### src/rtl/ram_access_seq.sv
// ram_access_seq: wait-stated read/write sequencer for an async SRAM; full clear sweep when RAM_CLEAR_EN is defined.
// Latency: rdValid WAIT_CYC+2 cycles after accept; write busy WAIT_CYC+2 cycles; clear (WAIT_CYC+2)*2^ADDR_W cycles.
// Backpressure: requests are held levels, taken once per assertion while idle; busy reports occupancy.
module ram_access_seq #(
  parameter int                ADDR_W    = 16,
  parameter int                DATA_W    = 16,
  parameter int                WAIT_CYC  = 2,
  parameter logic [DATA_W-1:0] CLR_VALUE = '0
) (
  input  logic              clk,
  input  logic              rstN,
  input  logic              rRAM,
  input  logic              wRAM,
  input  logic              rstRAM,
  input  logic [ADDR_W-1:0] addrIn,
  input  logic [DATA_W-1:0] dataIn,
  output logic              busy,
  output logic              rdValid,
  output logic [DATA_W-1:0] rdData,
  output logic              clrDone,
  output logic [ADDR_W-1:0] sramAddr,
  output logic [DATA_W-1:0] sramDout,
  input  logic [DATA_W-1:0] sramDin,
  output logic              sramCeN,
  output logic              sramOeN,
  output logic              sramWeN
);

  typedef enum logic [2:0] {IDLE, READ, WRITE, WREC, CLEAR, CREC} state_t;

  localparam logic [3:0] WLAST = 4'(WAIT_CYC);

  state_t     state, nstate;
  logic [3:0] wcnt;
  logic       wlast, idle;
  logic       rd_arm, wr_arm;
  logic       clr_acc, wr_acc, rd_acc;

  assign idle  = (state == IDLE);
  assign wlast = (wcnt == WLAST);

`ifdef RAM_CLEAR_EN
  logic clr_arm;
  logic ptr_last;

  assign clr_acc  = idle && clr_arm && !rstRAM;
  assign ptr_last = &sramAddr;

  always_ff @(posedge clk or negedge rstN) begin
    if (!rstN)        clr_arm <= 1'b1;
    else if (clr_acc) clr_arm <= 1'b0;
    else if (rstRAM)  clr_arm <= 1'b1;
  end
`else
  logic unused_rst_ram;
  assign unused_rst_ram = rstRAM;
  assign clr_acc        = 1'b0;
`endif

  // Clear outranks write, write outranks read; losers stay armed.
  assign wr_acc = idle && wr_arm && wRAM && !clr_acc;
  assign rd_acc = idle && rd_arm && rRAM && !clr_acc && !wr_acc;

  always_ff @(posedge clk or negedge rstN) begin
    if (!rstN) begin
      rd_arm <= 1'b1;
      wr_arm <= 1'b1;
    end else begin
      if (rd_acc)     rd_arm <= 1'b0;
      else if (!rRAM) rd_arm <= 1'b1;
      if (wr_acc)     wr_arm <= 1'b0;
      else if (!wRAM) wr_arm <= 1'b1;
    end
  end

  always_ff @(posedge clk or negedge rstN) begin
    if (!rstN) state <= IDLE;
    else       state <= nstate;
  end

  always_comb begin
    nstate = state;
    case (state)
      IDLE: begin
        if (clr_acc)     nstate = CLEAR;
        else if (wr_acc) nstate = WRITE;
        else if (rd_acc) nstate = READ;
      end
      READ:  if (wlast) nstate = IDLE;
      WRITE: if (wlast) nstate = WREC;
      WREC:  nstate = IDLE;
`ifdef RAM_CLEAR_EN
      CLEAR: if (wlast) nstate = CREC;
      CREC:  nstate = ptr_last ? IDLE : CLEAR;
`endif
      default: nstate = IDLE;
    endcase
  end

  always_comb begin
    sramCeN = 1'b1;
    sramOeN = 1'b1;
    sramWeN = 1'b1;
    busy    = 1'b0;
    clrDone = 1'b0;
    case (state)
      READ: begin
        sramCeN = 1'b0;
        sramOeN = 1'b0;
        busy    = 1'b1;
      end
      WRITE, CLEAR: begin
        sramCeN = 1'b0;
        sramWeN = 1'b0;
        busy    = 1'b1;
      end
      WREC, CREC: busy = 1'b1;
      default: ;
    endcase
`ifdef RAM_CLEAR_EN
    clrDone = (state == CREC) && ptr_last;
`endif
  end

  always_ff @(posedge clk or negedge rstN) begin
    if (!rstN) begin
      wcnt <= 4'd0;
    end else if ((state == READ) || (state == WRITE) || (state == CLEAR)) begin
      wcnt <= wlast ? 4'd0 : wcnt + 4'd1;
    end else begin
      wcnt <= 4'd0;
    end
  end

  // sramAddr doubles as the sweep pointer; it stays put through each recovery cycle for hold time.
  always_ff @(posedge clk or negedge rstN) begin
    if (!rstN) begin
      sramAddr <= '0;
      sramDout <= '0;
      rdData   <= '0;
      rdValid  <= 1'b0;
    end else begin
      rdValid <= (state == READ) && wlast;
      if ((state == READ) && wlast) rdData <= sramDin;
      if (clr_acc) begin
        sramAddr <= '0;
        sramDout <= CLR_VALUE;
      end else if (wr_acc || rd_acc) begin
        sramAddr <= addrIn;
        sramDout <= dataIn;
      end
`ifdef RAM_CLEAR_EN
      else if ((state == CREC) && !ptr_last) begin
        sramAddr <= sramAddr + {{(ADDR_W-1){1'b0}}, 1'b1};
      end
`endif
    end
  end

endmodule

### config.mk
export PLATFORM = sky130hd
export DESIGN_NAME = ram_access_seq
export DESIGN_NICKNAME = d
export VERILOG_FILES = /design/src/rtl/ram_access_seq.sv
export SDC_FILE = /design/constraint.sdc
export NUM_CORES = 1
export LEC_CHECK = 0
export CAP_MARGIN = 20
export CORE_ASPECT_RATIO = 0.5
export CORE_MARGIN = 2
export CORE_UTILIZATION = 44
export CTS_CLUSTER_DIAMETER = 50
export CTS_CLUSTER_SIZE = 30
export DETAILED_ROUTE_END_ITERATION = 10
export PLACE_DENSITY_LB_ADDON = 0.25
export SLEW_MARGIN = 20
export SYNTH_ARGS = -nofsm -noshare
export SYNTH_HDL_FRONTEND = slang
export SYNTH_SLANG_ARGS = --single-unit
### constraint.sdc
create_clock -name clk -period 2.68 [get_ports clk]
set_input_delay 0.268 -clock clk [delete_from_list [all_inputs] [get_ports clk]]
set_output_delay 0.268 -clock clk [all_outputs]
set_load 0.01 [all_outputs]
==> summary.txt, run 1 <==
Final layout
  – P&R area growth vs syn: 56.3%
  – Post-route cell area: 0.00364 mm²
  – Final Util: 72.5%
  – Area of the multi-input gates: 827 µm²
  – Register Area: 0.00143 mm²
  – Diodes inserted: 0
  – Nets: 323
  – Commonest cells after routing, fill and taps aside: 103 x clkdlybuf4s50_1, 55 x dfrtp_1, 39 x mux2_2
  – Fraction of layout cells with a size suffix above 1: 27.1%
  – Most common cell after layout, fill and taps aside: clkdlybuf4s50_1
  – Fill cells: 348

Synth
  – Number of synthesis warnings: 0
  – #FFs+latches synth: 57
  – Area leader, netlist: dfrtp_1
  – Post-synth EDFFs: 0
  – Mapped Cells: 151
  – Mean Syn Cell Area: 15.4 µm²
  – Area contributors post-synth: dfrtp_1 59%, mux2_2 19%, mux2_4 5.8%
  – Post-synthesis net count: 210
  – Synth top area share: 59.1%
  – Async SR Flop Fraction: 100%
  – Count of cell types in the netlist: 26
  – Seq/Total Area, Yosys: 61.4%
  – Prevailing post-synth register cell: dfrtp_1
  – Synth Cell Area: 0.00233 mm²

STA
  – Slew Limit Headroom: 57.1%
  – Final period util: 75.8%
  – Setup TNS: 0 ps
  – Final Hold Fails: 0
  – Tmin final: 2030 ps
  – Max frequency: 0.492 GHz
  – Slew Limit Fails: 0
  – Setup violations, final: 0
  – Unrepaired setup endpoints after global routing: false
  – Worst slew pin tran: 644 ps
  – Fin worst setup slack: 649 ps
  – Setup Skew: 6.07 ps

GRT
  – Largest net degree at the start of global routing: 33
  – Initial antenna violation count: 0
  – Global-route wire length before repair: 8070 µm
  – GRT Total Usage: 17.8%
  – Gr ovfl total: 0
  – Vias in the first global route: 1,664

Min path
  – WHS Path Cells: 2
  – Worst Hold Path EP: rd_arm
  – Worst Hold Launch: rd_arm
  – Hold crit path type: reg2reg

Clock network
  – CTS tree: done
  – Longest Clk Path Bufs: 2
  – CTS resizes: 0
  – Worst-Skew Late Latency: 330 ps
  – Clock tree root driver cell: clkbuf_8
  – Hold_buf cts: 1
  – Clock slew at reported path FFs: 70 ps
  – Num Clock Sinks: 57
  – H-tree depth: 3
  – Post-CTS Setup Inserts: 0
  – Num CTS Buffers: 9

Floorplan
  – Die area: 0.00593 mm²
  – # IOs: 107
  – Site Rows: 18
  – Initial Utilization: 46.4%
  – Die Y: 55.4 µm
  – Die X: 107 µm
  – Total core area: 0.00502 mm²

Critical path
  – R2r startpoint: wcnt[0]
  – Worst EP arrival: 1760 ps
  – Crit Path Category: reg2out
  – RR Endpoint: rdData[0]
  – Reg2Reg Depth: 5
  – Worst-path maximum fanout: 3
  – Crit. End Element: primary output
  – Flop2flop setup slack: 790 ps
  – CP Data Required Time: 2410 ps
  – Setup crit start kind: flop

Power
  – Cell leakage power: 1.60 nW
  – Worst ir drop on vdd: 599 µV
  – P per Cell Area: 1180 mW/mm²

Routing
  – Via Count: 1,575
  – Post-Route WL: 4950 µm
  – Residual DRC: 0
  – WL per Instance: 14.6 µm
  – ANT nets after route: 0
  – DR pass1 iterations: 4
  – DRT iter0 DRCs: 53
  – Via-to-Cell Ratio: 4.65

Run status
  – Result of the run: finished, final reports clean

Place
  – Pre-CTS WS: 785 ps
  – I/O Buffers: 104
  – Final HPWL from detailed placement: 3640 µm
  – Gp weighted congestion: 0.705
  – Placed Area: 0.00342 mm²

Run
  – Max-capacitance violation count: 0
[layout make-up]
class,count,share of cell area (%)
Tap cell,70,2.41
Clock inverter,6,1.86
Multi-Input combinational cell,81,22.7
Sequential cell,57,39.3
Inverter,8,0.825
Clock buffer,10,3.78
Timing Repair Buffer,107,29.2
[registers in the layout (all words and copies together) (netlist names)]
signal	cells
wcnt	4
rd_arm	1
rdData	16
wr_arm	1
rdValid	1
sramAddr	16
state	2
sramDout	16
[per-layer routing]
metal,track usage (%),wire [µm],vias up,share of wire (%)
met5,0,0,-,0
met4,8.16,90,0,1.8
met3,4.84,288,10,5.8
li1,-,-,746,-
met2,31.1,2580,53,52
met1,20.6,1990,766,40
[cell families after synthesis]
family,count (synthesis),synth area share [%]
buffers and inverters,13,3.12
flip-flops,57,61.4
AND/OR/NAND/NOR,16,4.25
multiplexers,48,24.7
AO/OA/AOI/OAI,9,2.85
XOR/XNOR,1,0.376
adder cells (fa/ha/maj),6,3.22
other,1,0.161
[critical path, stage by stage (launching register included)]
cell             delay (ps)
dfrtp_1                 380
inv_1                    90
ha_1                    320
inv_1                   110
clkdlybuf4s50_1         540
[power by group]
part / leakage, nW / internal (mW) / switching (mW)
logic: 0.812 / 1.26 / 0.744
registers: 0.688 / 1.28 / 0.209
clock network: 0.0985 / 0.455 / 0.346
total: 1.60 / 3.00 / 1.30
[Yosys cell counts (2+ instances only)]
| library cell | instances |
|---|---|
| mux2_4 | 9 |
| buf_2 | 3 |
| mux2_2 | 39 |
| dfrtp_1 | 55 |
| o21ai_0 | 2 |
| a21oi_1 | 2 |
| dfstp_2 | 2 |
| nor2_1 | 3 |
| nand2b_1 | 2 |
| inv_1 | 8 |
| ha_1 | 6 |
| nand2_1 | 5 |
| a2bb2oi_1 | 2 |
[metrics by stage]
stage                     instances  power, mW  hold WS [ps]
after floorplan                 151       2.48         -27.6
after global placement          322       3.45           334
after detailed placement        322       3.52           340
after CTS                       339       4.35           460
after global routing            339       4.54           474
final                           339       4.30           461
[worst max-delay path by stage]
stage	from	endpoint	slack, ps	cells after the start
after floorplan	wcnt[0]	rdData[10]	950	6
after global placement	wcnt[0]	rdData[4]	840	5
after detailed placement	wcnt[0]	rdData[2]	790	5
after CTS	state[0]	sramCeN	630	4
after global routing	state[0]	sramCeN	600	4
final	state[0]	sramCeN	650	4
No activity file was read; power rests on OpenSTA's default activity.
==> inputs of run 2 (changes only) <==
CORE_UTILIZATION = 37   (was 44)
clock period = 1.8 ns   (was 2.68 ns; I/O delays follow)
==> run 2 against run 1 <==
  * Via count rose by 1.1%
  * Sequential power rose by 49%
  * Die area rose by 18%
  * Non-clock buffer count is 4 higher
  * Worst setup slack got worse by 630 ps
  * Largest cell class unchanged
  * Register-to-register slack worse by 770 ps
  * Critical path depth rose by 2
  * Flip-flop and latch count unchanged
  * Critical path type is now reg2reg
  * Core utilization is 8.6 points lower
  * Wire length about the same
  * Worst hold slack got worse by 78 ps
  * Clock skew fell by 2.3 ps
==> summary.txt, run 2 (synthesized netlist as in run 1, its figures left out) <==
Power
  – P per Cell Area: 1820 mW/mm²
  – Cell leakage power: 1.71 nW
  – Worst ir drop on vdd: 1000 µV

Routing
  – WL per Instance: 13.7 µm
  – Via Count: 1,593
  – Via-to-Cell Ratio: 4.41
  – Residual DRC: 0
  – Post-Route WL: 4950 µm
  – ANT nets after route: 0
  – DRT iter0 DRCs: 40
  – DR pass1 iterations: 4

Final layout
  – Diodes inserted: 0
  – Fraction of layout cells with a size suffix above 1: 28.6%
  – Nets: 327
  – P&R area growth vs syn: 66.8%
  – Largest regs: rdData (16), sramAddr (16), sramDout (16)
  – Non-filler cells, final: 361
  – Commonest cells after routing, fill and taps aside: 99 x clkdlybuf4s50_1, 55 x dfrtp_1, 37 x mux2_2
  – Most common cell after layout, fill and taps aside: clkdlybuf4s50_1

STA
  – Final period util: 98.8%
  – Slew Limit Fails: 0
  – Tmin final: 1780 ps
  – Setup Skew: 3.76 ps
  – Final Hold Fails: 0
  – Unrepaired setup endpoints after global routing: true
  – Worst slew pin tran: 715 ps
  – Setup violations, final: 0
  – Slew Limit Headroom: 52.3%
  – Max frequency: 0.562 GHz
  – Setup TNS: 0 ps

Clock network
  – Num Clock Sinks: 57
  – Longest Clk Path Bufs: 2
  – Num CTS Buffers: 9
  – Clock tree root driver cell: clkbuf_16
  – Worst-Skew Late Latency: 320 ps
  – CTS tree: done
  – Clock slew at reported path FFs: 50 ps
  – H-tree depth: 3

Critical path
  – Crit. End Element: flop
  – CP max-delay cell: or3b_4
  – CP top delay family: simple AND/OR/NAND/NOR gates
  – Worst EP arrival: 1980 ps
  – Crit Path Category: reg2reg
  – CP bufs+invs: 2
  – CP Data Required Time: 2000 ps
  – Worst-path maximum fanout: 6
  – Crit path cell chain: inv_1 -> ha_2 -> or3b_4 -> nor2_8 -> clkbuf_16 -> mux2_4
  – Setup crit start kind: flop
  – Crit-path max cell delay: 430 ps

GRT
  – Initial antenna violation count: 0
  – Gr ovfl total: 0
  – Vias in the first global route: 1,662
  – Global-route wire length before repair: 7580 µm
  – Largest net degree at the start of global routing: 33
  – GRT Total Usage: 15.1%

Place
  – Placed cell count: 341
  – I/O Buffers: 104
  – Final HPWL from detailed placement: 3460 µm
  – Gp weighted congestion: 0.692

Floorplan
  – # IOs: 107
  – Site Rows: 20
  – Initial Utilization: 38.3%
  – Die X: 116 µm
  – Die area: 0.00698 mm²
  – Die Y: 60.1 µm
  – Total core area: 0.00608 mm²

Run
  – Max-capacitance violation count: 0

Run status
  – Result of the run: finished, final reports clean

Min path
  – Hold crit path type: in2reg
run 2: where the power goes:
group | switching, mW | internal [mW] | leakage (nW)
Sequential | 0.312 | 1.91 | 0.688
Clock | 0.563 | 1.28 | 0.162
Combinational | 1.10 | 1.92 | 0.862
Total | 1.98 | 5.11 | 1.71
run 2: per-stage QoR:
step | total power, mW | utilization (%) | setup slack [ps] | area, µm² | hold slack (ps)
final | 7.09 | 63.9 | 20.9 | 3880 | 382
after global routing | 7.52 | 63.9 | -21.2 | 3880 | 406
after CTS | 7.17 | 63.2 | 26.9 | 3840 | 374
after detailed placement | 5.28 | 57.2 | -40.8 | 3480 | 283
after global placement | 5.20 | 57.2 | 2.17 | 3480 | 277
after floorplan | 3.69 | - | 72.0 | 2330 | -116
run 2: metal layers:
layer | global-route usage (%) | vias to the layer above | wire, µm
met3 | 6.80 | 7 | 285
li1 | - | 751 | -
met4 | 7.14 | 0 | 102
met1 | 15.4 | 791 | 1960
met2 | 27.2 | 44 | 2600
met5 | 0 | - | 0
run 2: final timing paths:
kind / startpoint / to / slack, ps / cells after the start
worst max-delay path: wcnt[0] / rdData[9] / 20 / 6
worst min-delay path: rRAM / rd_arm / 380 / 2
worst max register to register: wcnt[0] / rdData[9] / 20 / 6
worst min register to register: rd_arm / rd_arm / 460 / 2
max in group asynchronous: rstN / sramDout[11] / 760 / 3
min in group asynchronous: rstN / rdData[15] / 450 / 2
run 2: cell type report:
type	count	area, µm²
multi-input combinational	81	837
fill	481	2200
inverter	8	30.0
tap	88	110
sequential	57	1430
clock buffer	11	253
timing repair buffer	111	1150
clock inverter	5	77.6
run 2: repair_timing:
action                     4_1_cts  5_1_grt
pin swaps                        1        1
buffers inserted                 2        0
hold buffers                     1        0
hold endpoints to repair        29        0
setup endpoints to repair       15       16
gates resized for setup          3        5
gates cloned                     0        1
run 2: worst reg2reg max path, stage by stage (launching register included):
cell	delay [ps]
dfrtp_1	380
inv_1	60
ha_2	170
or3b_4	430
nor2_8	150
clkbuf_16	170
mux2_4	290
